## src/rtl/openflow_action_engine_pkg.sv

```systemverilog
// Shared constants, action layout and rewrite helper for the OpenFlow action engine.
// Field positions index into the action data bus; flags arrive on the action ctrl bus.
package openflow_action_engine_pkg;

    localparam int OF_DST_PORT_WIDTH    = 16;
    localparam int OF_DL_ADDR_WIDTH     = 48;
    localparam int OF_DST_PORT_POS      = 0;
    localparam int OF_DL_DST_POS        = 16;
    localparam int OF_DL_SRC_POS        = 64;
    localparam int OF_ACTION_DATA_WIDTH = 112;
    localparam int OF_ACTION_CTRL_WIDTH = 4;

    localparam int UDP_REG_ADDR_WIDTH  = 23;
    localparam int CPCI_NF2_DATA_WIDTH = 32;

    localparam logic [7:0] IO_QUEUE_STAGE_NUM = 8'hFF;
    localparam logic [1:0] WORD_CNT_MAX       = 2'd2;

    typedef enum logic [1:0] {
        S_WAIT_ACT = 2'd0,
        S_HDR      = 2'd1,
        S_DATA     = 2'd2,
        S_DROP     = 2'd3
    } state_t;

    typedef struct packed {
        logic drop;
        logic set_sa;
        logic set_da;
        logic set_port;
    } act_flags_t;

    typedef struct packed {
        act_flags_t                    flags;
        logic [OF_DL_ADDR_WIDTH-1:0]   dl_src;
        logic [OF_DL_ADDR_WIDTH-1:0]   dl_dst;
        logic [OF_DST_PORT_WIDTH-1:0]  dst_port;
    } act_t;

    // Ethernet DA occupies data word 0 [63:16]; SA straddles word 0 [15:0] and word 1 [63:32].
    function automatic logic [63:0] rewrite_data_word(input logic [63:0] word,
                                                      input logic [1:0]  idx,
                                                      input act_t        act);
        logic [63:0] w;
        w = word;
        if (idx == 2'd0) begin
            if (act.flags.set_da) w[63:16] = act.dl_dst;
            if (act.flags.set_sa) w[15:0]  = act.dl_src[47:32];
        end else if (idx == 2'd1 && act.flags.set_sa) begin
            w[63:32] = act.dl_src[31:0];
        end
        return w;
    endfunction

endpackage

```

## src/rtl/openflow_action_engine_if.sv

```systemverilog
// Packet word stream: data/ctrl/wr from the producer, rdy back from the consumer.
interface openflow_action_engine_if #(
    parameter int DATA_WIDTH = 64,
    parameter int CTRL_WIDTH = DATA_WIDTH / 8
);
    logic [DATA_WIDTH-1:0] data;
    logic [CTRL_WIDTH-1:0] ctrl;
    logic                  wr;
    logic                  rdy;

    modport master (output data, output ctrl, output wr, input  rdy);
    modport slave  (input  data, input  ctrl, input  wr, output rdy);
endinterface

```

## src/rtl/fallthrough_small_fifo.sv

```systemverilog
// Small first-word-fallthrough FIFO: dout shows the head entry whenever empty is low.
// Writes while full and reads while empty are ignored.
module fallthrough_small_fifo #(
    parameter int WIDTH          = 8,
    parameter int MAX_DEPTH_BITS = 2
) (
    input  logic             clk,
    input  logic             reset_n,
    input  logic [WIDTH-1:0] din,
    input  logic             wr_en,
    input  logic             rd_en,
    output logic [WIDTH-1:0] dout,
    output logic             nearly_full,
    output logic             empty
);
    localparam int DEPTH = 1 << MAX_DEPTH_BITS;
    localparam logic [MAX_DEPTH_BITS:0] DEPTH_C   = (MAX_DEPTH_BITS + 1)'(DEPTH);
    localparam logic [MAX_DEPTH_BITS:0] NEARLY_C  = (MAX_DEPTH_BITS + 1)'(DEPTH - 1);

    logic [WIDTH-1:0]          mem [DEPTH];
    logic [MAX_DEPTH_BITS-1:0] wr_ptr, rd_ptr;
    logic [MAX_DEPTH_BITS:0]   count;
    logic                      full, wr_ok, rd_ok;

    assign full        = (count == DEPTH_C);
    assign nearly_full = (count >= NEARLY_C);
    assign empty       = (count == '0);
    assign wr_ok       = wr_en & ~full;
    assign rd_ok       = rd_en & ~empty;
    assign dout        = mem[rd_ptr];

    // NOTE: the storage array is deliberately left out of reset; count and pointers alone
    // define which entries are valid, and a reset memory would cost a flop per bit.
    always_ff @(posedge clk) begin
        if (wr_ok) mem[wr_ptr] <= din;
    end

    // NOTE: sequential state uses non-blocking assignments so every flop samples
    // pre-edge values regardless of statement order.
    always_ff @(posedge clk or negedge reset_n) begin
        if (!reset_n) begin
            wr_ptr <= '0;
            rd_ptr <= '0;
            count  <= '0;
        end else begin
            if (wr_ok) wr_ptr <= wr_ptr + 1'b1;
            if (rd_ok) rd_ptr <= rd_ptr + 1'b1;
            case ({wr_ok, rd_ok})
                2'b10:   count <= count + 1'b1;
                2'b01:   count <= count - 1'b1;
                default: count <= count;
            endcase
        end
    end

endmodule

```

## src/rtl/openflow_action_engine.sv

```systemverilog
// Per-packet OpenFlow action applier: pops one action per packet, rewrites port/DA/SA.
// Optional drop support is compiled in with the ACTION_DROP_EN macro.
module openflow_action_engine
    import openflow_action_engine_pkg::*;
#(
    parameter int DATA_WIDTH          = 64,
    parameter int CTRL_WIDTH          = DATA_WIDTH / 8,
    parameter int ACT_DATA_WIDTH      = OF_ACTION_DATA_WIDTH,
    parameter int ACT_CTRL_WIDTH      = OF_ACTION_CTRL_WIDTH,
    parameter int ACT_FIFO_DEPTH_BITS = 2,
    parameter int UDP_REG_SRC_WIDTH   = 2
) (
    input  logic                            clk,
    input  logic                            reset_n,

    openflow_action_engine_if.slave         in_if,
    openflow_action_engine_if.master        out_if,

    input  logic [ACT_DATA_WIDTH-1:0]       action_data_bus,
    input  logic [ACT_CTRL_WIDTH-1:0]       action_ctrl_bus,
    input  logic                            action_valid,
    output logic                            action_rdy,

    input  logic                            reg_req_in,
    input  logic                            reg_ack_in,
    input  logic                            reg_rd_wr_l_in,
    input  logic [UDP_REG_ADDR_WIDTH-1:0]   reg_addr_in,
    input  logic [CPCI_NF2_DATA_WIDTH-1:0]  reg_data_in,
    input  logic [UDP_REG_SRC_WIDTH-1:0]    reg_src_in,
    output logic                            reg_req_out,
    output logic                            reg_ack_out,
    output logic                            reg_rd_wr_l_out,
    output logic [UDP_REG_ADDR_WIDTH-1:0]   reg_addr_out,
    output logic [CPCI_NF2_DATA_WIDTH-1:0]  reg_data_out,
    output logic [UDP_REG_SRC_WIDTH-1:0]    reg_src_out
);
    assign reg_req_out     = reg_req_in;
    assign reg_ack_out     = reg_ack_in;
    assign reg_rd_wr_l_out = reg_rd_wr_l_in;
    assign reg_addr_out    = reg_addr_in;
    assign reg_data_out    = reg_data_in;
    assign reg_src_out     = reg_src_in;

    logic [ACT_DATA_WIDTH+ACT_CTRL_WIDTH-1:0] fifo_dout;
    logic fifo_empty, fifo_nearly_full, fifo_pop;

    fallthrough_small_fifo #(
        .WIDTH          (ACT_DATA_WIDTH + ACT_CTRL_WIDTH),
        .MAX_DEPTH_BITS (ACT_FIFO_DEPTH_BITS)
    ) u_act_fifo (
        .clk         (clk),
        .reset_n     (reset_n),
        .din         ({action_ctrl_bus, action_data_bus}),
        .wr_en       (action_valid),
        .rd_en       (fifo_pop),
        .dout        (fifo_dout),
        .nearly_full (fifo_nearly_full),
        .empty       (fifo_empty)
    );

    assign action_rdy = ~fifo_nearly_full;

    act_t act_head, act_reg;
    assign act_head = {fifo_dout[ACT_DATA_WIDTH +: ACT_CTRL_WIDTH],
                       fifo_dout[OF_DL_SRC_POS +: OF_DL_ADDR_WIDTH],
                       fifo_dout[OF_DL_DST_POS +: OF_DL_ADDR_WIDTH],
                       fifo_dout[OF_DST_PORT_POS +: OF_DST_PORT_WIDTH]};

    // The drop decision is taken from the FIFO head at pop time, never from act_reg.
    logic unused_drop_bits;
    assign unused_drop_bits = act_head.flags.drop ^ act_reg.flags.drop;

    state_t                state, state_nxt;
    logic [1:0]            word_cnt, word_cnt_nxt;
    logic                  in_rdy, accept, end_of_pkt;
    logic                  out_wr, out_wr_nxt;
    logic [DATA_WIDTH-1:0] out_data, out_data_nxt;
    logic [CTRL_WIDTH-1:0] out_ctrl;

    assign in_rdy      = out_if.rdy & (state != S_WAIT_ACT);
    assign accept      = in_if.wr & in_rdy;
    assign in_if.rdy   = in_rdy;
    assign out_if.wr   = out_wr;
    assign out_if.data = out_data;
    assign out_if.ctrl = out_ctrl;

    // NOTE: every signal written here gets a default first, so no path can infer a latch.
    always_comb begin
        state_nxt    = state;
        word_cnt_nxt = word_cnt;
        fifo_pop     = 1'b0;
        end_of_pkt   = 1'b0;
        out_wr_nxt   = 1'b0;
        out_data_nxt = in_if.data;

        unique case (state)
            S_WAIT_ACT: fifo_pop = ~fifo_empty;
            S_HDR: if (accept) begin
                out_wr_nxt = 1'b1;
                if (in_if.ctrl == IO_QUEUE_STAGE_NUM) begin
                    if (act_reg.flags.set_port) out_data_nxt[63:48] = act_reg.dst_port;
                end else if (in_if.ctrl == '0) begin
                    out_data_nxt = rewrite_data_word(in_if.data, 2'd0, act_reg);
                    word_cnt_nxt = 2'd1;
                    state_nxt    = S_DATA;
                end
            end
            S_DATA: if (accept) begin
                out_wr_nxt = 1'b1;
                if (in_if.ctrl != '0) begin
                    end_of_pkt = 1'b1;
                end else begin
                    out_data_nxt = rewrite_data_word(in_if.data, word_cnt, act_reg);
                    if (word_cnt != WORD_CNT_MAX) word_cnt_nxt = word_cnt + 2'd1;
                end
            end
`ifdef ACTION_DROP_EN
            // word_cnt != 0 marks that the body has started, so a later ctrl word is the EOP.
            S_DROP: if (accept) begin
                if (in_if.ctrl == '0)    word_cnt_nxt = 2'd1;
                else if (word_cnt != '0) end_of_pkt   = 1'b1;
            end
`endif
            default: state_nxt = S_WAIT_ACT;
        endcase

        // Popping on the EOP cycle lets the next header follow without a bubble.
        if (end_of_pkt) begin
            state_nxt = S_WAIT_ACT;
            fifo_pop  = ~fifo_empty;
        end
        if (fifo_pop) begin
            word_cnt_nxt = '0;
            state_nxt    = S_HDR;
`ifdef ACTION_DROP_EN
            if (act_head.flags.drop) state_nxt = S_DROP;
`endif
        end
    end

    always_ff @(posedge clk or negedge reset_n) begin
        if (!reset_n) begin
            state    <= S_WAIT_ACT;
            word_cnt <= '0;
            act_reg  <= '0;
            out_wr   <= 1'b0;
            out_data <= '0;
            out_ctrl <= '0;
        end else begin
            state    <= state_nxt;
            word_cnt <= word_cnt_nxt;
            out_wr   <= out_wr_nxt;
            if (fifo_pop) act_reg <= act_head;
            if (out_wr_nxt) begin
                out_data <= out_data_nxt;
                out_ctrl <= in_if.ctrl;
            end
        end
    end

endmodule
```

## src/flat_wrapper.sv

```systemverilog
// flat-port wrapper written by rule: the top's interface ports become plain ports
module openflow_action_engine_flat import openflow_action_engine_pkg::*;
#(
    parameter int DATA_WIDTH          = 64,
    parameter int CTRL_WIDTH          = DATA_WIDTH / 8,
    parameter int ACT_DATA_WIDTH      = OF_ACTION_DATA_WIDTH,
    parameter int ACT_CTRL_WIDTH      = OF_ACTION_CTRL_WIDTH,
    parameter int ACT_FIFO_DEPTH_BITS = 2,
    parameter int UDP_REG_SRC_WIDTH   = 2
)
  (clk, reset_n, action_data_bus, action_ctrl_bus, action_valid, action_rdy, reg_req_in, reg_ack_in, reg_rd_wr_l_in, reg_addr_in, reg_data_in, reg_src_in, reg_req_out, reg_ack_out, reg_rd_wr_l_out, reg_addr_out, reg_data_out, reg_src_out, in_if_data, in_if_ctrl, in_if_wr, in_if_rdy, out_if_data, out_if_ctrl, out_if_wr, out_if_rdy);
  openflow_action_engine_if #(.DATA_WIDTH(DATA_WIDTH), .CTRL_WIDTH(CTRL_WIDTH)) in_if_i ();
  openflow_action_engine_if #(.DATA_WIDTH(DATA_WIDTH), .CTRL_WIDTH(CTRL_WIDTH)) out_if_i ();
  input  logic clk;
  input  logic reset_n;
  input  logic [ACT_DATA_WIDTH-1:0] action_data_bus;
  input  logic [ACT_CTRL_WIDTH-1:0] action_ctrl_bus;
  input  logic action_valid;
  output logic action_rdy;
  input  logic reg_req_in;
  input  logic reg_ack_in;
  input  logic reg_rd_wr_l_in;
  input  logic [UDP_REG_ADDR_WIDTH-1:0] reg_addr_in;
  input  logic [CPCI_NF2_DATA_WIDTH-1:0] reg_data_in;
  input  logic [UDP_REG_SRC_WIDTH-1:0] reg_src_in;
  output logic reg_req_out;
  output logic reg_ack_out;
  output logic reg_rd_wr_l_out;
  output logic [UDP_REG_ADDR_WIDTH-1:0] reg_addr_out;
  output logic [CPCI_NF2_DATA_WIDTH-1:0] reg_data_out;
  output logic [UDP_REG_SRC_WIDTH-1:0] reg_src_out;
  input wire logic [$bits(in_if_i.data)-1:0] in_if_data;
  input wire logic [$bits(in_if_i.ctrl)-1:0] in_if_ctrl;
  input wire logic [$bits(in_if_i.wr)-1:0] in_if_wr;
  output wire logic [$bits(in_if_i.rdy)-1:0] in_if_rdy;
  output wire logic [$bits(out_if_i.data)-1:0] out_if_data;
  output wire logic [$bits(out_if_i.ctrl)-1:0] out_if_ctrl;
  output wire logic [$bits(out_if_i.wr)-1:0] out_if_wr;
  input wire logic [$bits(out_if_i.rdy)-1:0] out_if_rdy;
  assign in_if_i.data = in_if_data;
  assign in_if_i.ctrl = in_if_ctrl;
  assign in_if_i.wr = in_if_wr;
  assign in_if_rdy = in_if_i.rdy;
  assign out_if_data = out_if_i.data;
  assign out_if_ctrl = out_if_i.ctrl;
  assign out_if_wr = out_if_i.wr;
  assign out_if_i.rdy = out_if_rdy;
  openflow_action_engine #(.DATA_WIDTH(DATA_WIDTH), .CTRL_WIDTH(CTRL_WIDTH), .ACT_DATA_WIDTH(ACT_DATA_WIDTH), .ACT_CTRL_WIDTH(ACT_CTRL_WIDTH), .ACT_FIFO_DEPTH_BITS(ACT_FIFO_DEPTH_BITS), .UDP_REG_SRC_WIDTH(UDP_REG_SRC_WIDTH)) u_core (.clk(clk), .reset_n(reset_n), .in_if(in_if_i), .out_if(out_if_i), .action_data_bus(action_data_bus), .action_ctrl_bus(action_ctrl_bus), .action_valid(action_valid), .action_rdy(action_rdy), .reg_req_in(reg_req_in), .reg_ack_in(reg_ack_in), .reg_rd_wr_l_in(reg_rd_wr_l_in), .reg_addr_in(reg_addr_in), .reg_data_in(reg_data_in), .reg_src_in(reg_src_in), .reg_req_out(reg_req_out), .reg_ack_out(reg_ack_out), .reg_rd_wr_l_out(reg_rd_wr_l_out), .reg_addr_out(reg_addr_out), .reg_data_out(reg_data_out), .reg_src_out(reg_src_out));
endmodule
```

## config.mk

```make
export PLATFORM = sky130hd
export DESIGN_NAME = openflow_action_engine_flat
export DESIGN_NICKNAME = d
export VERILOG_FILES = /design/src/rtl/openflow_action_engine_pkg.sv /design/src/rtl/openflow_action_engine_if.sv /design/src/rtl/fallthrough_small_fifo.sv /design/src/rtl/openflow_action_engine.sv /design/src/flat_wrapper.sv
export SDC_FILE = /design/constraint.sdc
export NUM_CORES = 1
export LEC_CHECK = 0
export BUFFER_PORTS_ARGS = -buffer_cell sky130_fd_sc_hd__buf_2
export CELL_PAD_IN_SITES_DETAIL_PLACEMENT = 0
export CELL_PAD_IN_SITES_GLOBAL_PLACEMENT = 1
export CORE_AREA = 8 8 246 248
export DETAILED_ROUTE_END_ITERATION = 10
export DIE_AREA = 0 0 254 256
export PLACE_DENSITY = 0.75
export SETUP_SLACK_MARGIN = 0.05
export SLEW_MARGIN = 20
export SYNTH_ARGS = -nofsm -noshare
export SYNTH_HDL_FRONTEND = slang
export SYNTH_SLANG_ARGS = --single-unit
export TNS_END_PERCENT = 1
```

## constraint.sdc

```tcl
create_clock -name clk -period 5.8 [get_ports clk]
set_input_delay 0.29 -clock clk [delete_from_list [all_inputs] [get_ports clk]]
set_output_delay 0.29 -clock clk [all_outputs]
set_load 0.01 [all_outputs]
```

==> flow_metrics.py <==
metrics = {
    "outcome": {
        "outcome": "finished clean",
    },
    "power": {
        "pwr_density_cell_mw_per_mm2": 514,
        "seq_power_share_pct": 43.8,
        "p_comb_share_pct": 28.6,
        "p_clk_share_pct": 27.6,
        "p_int_uw": 11600,
        "switching_share_pct": 30.2,
        "power_switching_uw": 5020,
        "p_leak_uw": 0.0119,
        "max-vdd-ir-drop_mv": 0.345,
    },
    "sta": {
        "fin_crit_sh_pct": 67.0,
        "slew-limit-headroom_pct": 30.2,
        "setup_slack_ps": 1920,
        "rsz0062_at_grt": "false",
        "min_period_ps": 3880,
        "setup_viol": 0,
        "tns_ps": 0,
        "fin_skew_ps": 20.9,
        "maxSlewViolCount": 0,
        "worst-slew-pin-transition_ps": 1050,
        "clock.fmax_mhz": 257,
        "hold_viol": 0,
    },
    "floorplan": {
        "ios": 388,
        "fp.dieH_um": 256,
        "dieArea_sq_mm": 0.0650,
        "dieWidth_um": 254,
        "core_area_sq_mm": 0.0568,
        "num_rows": 88,
        "start_util_pct": 47.1,
    },
    "setup_path": {
        "cp-end-kind": "flip-flop",
        "path_buf_inv": 4,
        "cp.depth": 12,
        "required_ps": 6300,
        "crit_path_max_incr_delay_ps": 620,
        "path_delay_family": "adder cells",
        "slowest_stage": "inv_6",
        "path_cells": "inv_1 -> ha_1 -> inv_1 -> a211oi_1 -> o21ai_2 -> inv_6 -> ha_1 -> inv_1 -> fa_1 -> xor2_1 -> nor2_1 -> xor2_1",
        "critPathArrivalTime_ps": 4380,
        "critPathMaxFanout": 81,
        "worstSetupPathType": "flip-flop to flip-flop",
        "worst_path_most_repeated_cell": "inv_1",
        "start_kind": "flip-flop",
        "reg2reg_depth": 12,
    },
    "synthesis": {
        "synth_fp_nets": 1787,
        "synth.top_cell.area_share_pct": 51.6,
        "synth-seq-cells": 659,
        "synth_area_leaders": "edfxtp_1 (52%), dfrtp_1 (19%), mux4_2 (9.7%), mux2_2 (6.3%), buf_4 (1.7%)",
        "syn_area_sq_mm": 0.0268,
        "async_flop_share_pct": 30.2,
        "yosys.area.top_type": "edfxtp_1",
        "synth_edf_count": 460,
        "ys.flop_type": "edfxtp_1",
        "yosysSeqAreaShare_pct": 70.2,
        "synth_cells": 1521,
        "yosysUniqueCellTypes": 60,
        "avgSynthCellArea_sq_um": 17.6,
        "yosys_warnings": 0,
    },
    "layout": {
        "num-fill-cells": 4446,
        "seq_area_sq_mm": 0.0188,
        "drive_gt1_share_pct": 35.1,
        "syn2layout_area_growth_pct": 20.9,
        "largest_reg_flops": 460,
        "multi_input_area_sq_mm": 0.00707,
        "finalNetCount": 2155,
        "fin_util_pct": 57.0,
    },
    "global_route": {
        "grt_use_total_pct": 19.8,
        "grt_pass1_wl_um": 98300,
        "antenna_found_initial": 8,
        "grt_overflow": 0,
        "grt_start_max_net_pins": 94,
        "grt_pass1_vias": 15900,
    },
    "place": {
        "dp_hpwl_um": 40100,
        "place.gp.congestion": 0.773,
        "place_ws_ps": 2000,
        "io_buffer_count": 266,
    },
    "detailed_routing": {
        "drt-pass1-iter-count": 5,
        "drtIter0Drc": 1075,
        "final_antenna_net_count": 0,
        "finalWirelength_um": 65000,
        "drc_errors": 0,
        "num_vias": 15100,
        "wl_per_cell_um": 23.9,
        "via_per_inst": 5.55,
    },
    "clock_network": {
        "clk_latency_ps": 590,
        "clk_pin_slew_ps": 60,
        "cts_root_buffer": "clkbuf_16",
        "numCtsBuffers": 70,
        "cts_tree": "done",
        "cts_buffer_depth": 3,
        "cts_sinks": 659,
        "htree_levels": 3,
        "ctsResizeCount": 0,
    },
    "hold_path": {
        "hold_path.class": "primary input to flip-flop",
        "hold_depth": 3,
    },
    "run": {
        "maxCapViolations": 0,
    },
}
layer usage:
metal	wire length, um	GRT usage, %	part of all wire (%)
met1	26900	25.8	41
met5	13	0	0.020
met4	2310	8.26	3.5
met2	32200	32.8	50
met3	3570	3.41	5.5
through the flow:
| stage | total power [uW] | hold slack (ps) | cell area (sq um) | cells |
|---|---|---|---|---|
| 6_report | 16600 | 38.8 | 32400 | 2717 |
| 4_1_cts | 16900 | 2.29 | 32300 | 2711 |
| 5_1_grt | 17500 | 24.7 | 32400 | 2715 |
| 3_3_place_gp | 12000 | 388 | 28400 | 2429 |
| 3_5_place_dp | 12100 | 387 | 28400 | 2429 |
| 2_1_floorplan | 10700 | -5.59 | 26800 | 1521 |
path summary, 6_finish.rpt:
kind / start / end / slack (ps)
worst max register to register: u_core.state[0]$_DFFE_PN0P_ / u_core.u_act_fifo.count[2]$_DFFE_PN0P_ / 1920
max in group asynchronous: reset_n / u_core.u_act_fifo.rd_ptr[1]$_DFFE_PN0P_ / 4020
min in group asynchronous: reset_n / u_core.act_reg[100]$_DFFE_PN0N_ / 280
worst min-delay path: in_if_data[24] / u_core.out_if.data[24]$_DFFE_PN0P_ / 40
worst max-delay path: u_core.state[0]$_DFFE_PN0P_ / u_core.u_act_fifo.count[2]$_DFFE_PN0P_ / 1920
worst min register to register: u_core.out_if.ctrl[1]$_DFFE_PN0P_ / u_core.out_if.ctrl[1]$_DFFE_PN0P_ / 470
cells in the mapped netlist, types with 13 or more instances:
| cell | count |
|---|---|
| buf_6 | 13 |
| a31oi_1 | 33 |
| mux2_1 | 26 |
| a22oi_1 | 16 |
| a221oi_1 | 33 |
| nor2_1 | 103 |
| mux4_2 | 115 |
| nand2_1 | 52 |
| inv_1 | 13 |
| mux2_2 | 151 |
| buf_4 | 61 |
| a21oi_1 | 18 |
| dfrtp_1 | 199 |
| edfxtp_1 | 460 |
| o21ai_0 | 22 |
| clkbuf_1 | 58 |
| nor3_1 | 24 |
cell families after synthesis:
family | after synthesis | synth area share [%]
AND/OR/NAND/NOR | 216 | 3.69
buffers and inverters | 163 | 3.56
AO/OA/AOI/OAI | 169 | 4.52
multiplexers | 295 | 17.2
adder cells (fa/ha/maj) | 13 | 0.635
flip-flops | 659 | 70.2
XOR/XNOR | 6 | 0.196
cell usage in the layout, fill, tap and decap left out, types with 13 or more instances in the layout:
cell type / count
a21oi_1: 17
a221oi_1: 33
a22oi_1: 16
a31oi_1: 33
buf_2: 265
buf_4: 24
clkbuf_1: 14
clkbuf_16: 75
dfrtp_1: 196
dlygate4sd3_1: 153
edfxtp_1: 460
inv_1: 13
mux2_1: 26
mux2_2: 151
mux4_2: 115
nand2_1: 51
nor2_1: 103
nor3_1: 24
o21ai_0: 22
area by class of cell:
type | count | area share, %
Multi-Input combinational cell | 699 | 21.8
Clock buffer | 93 | 6.13
Timing Repair Buffer | 444 | 9.49
Inverter | 15 | 0.189
Antenna cell | 6 | 0.0464
Clock inverter | 36 | 1.26
Sequential cell | 659 | 58.1
Tap cell | 765 | 2.96
power groups by stage:
stage	registers, uW	clock network, uW	logic, uW
3_3_place_gp	7320	0	4660
4_1_cts	7300	4710	4860
6_report	7280	4590	4750
5_1_grt	7430	4880	5170
2_1_floorplan	7120	0	3540
3_5_place_dp	7380	0	4750
worst reg2reg max path, cell delays in order (launching register included):
cell,delay [ps]
dfrtp_1,420
inv_1,120
ha_1,510
inv_1,260
a211oi_1,430
o21ai_2,180
inv_6,620
ha_1,420
inv_1,60
fa_1,370
xor2_1,150
nor2_1,110
xor2_1,150
repair_timing:
action | in CTS | in global routing
hold endpoints to repair | 588 | 0
endpoints found under the setup margin | 0 | 0
hold buffers | 153 | 0
setup buffers | 0 | 0
Note: power is estimated with default switching activity, not from simulation.
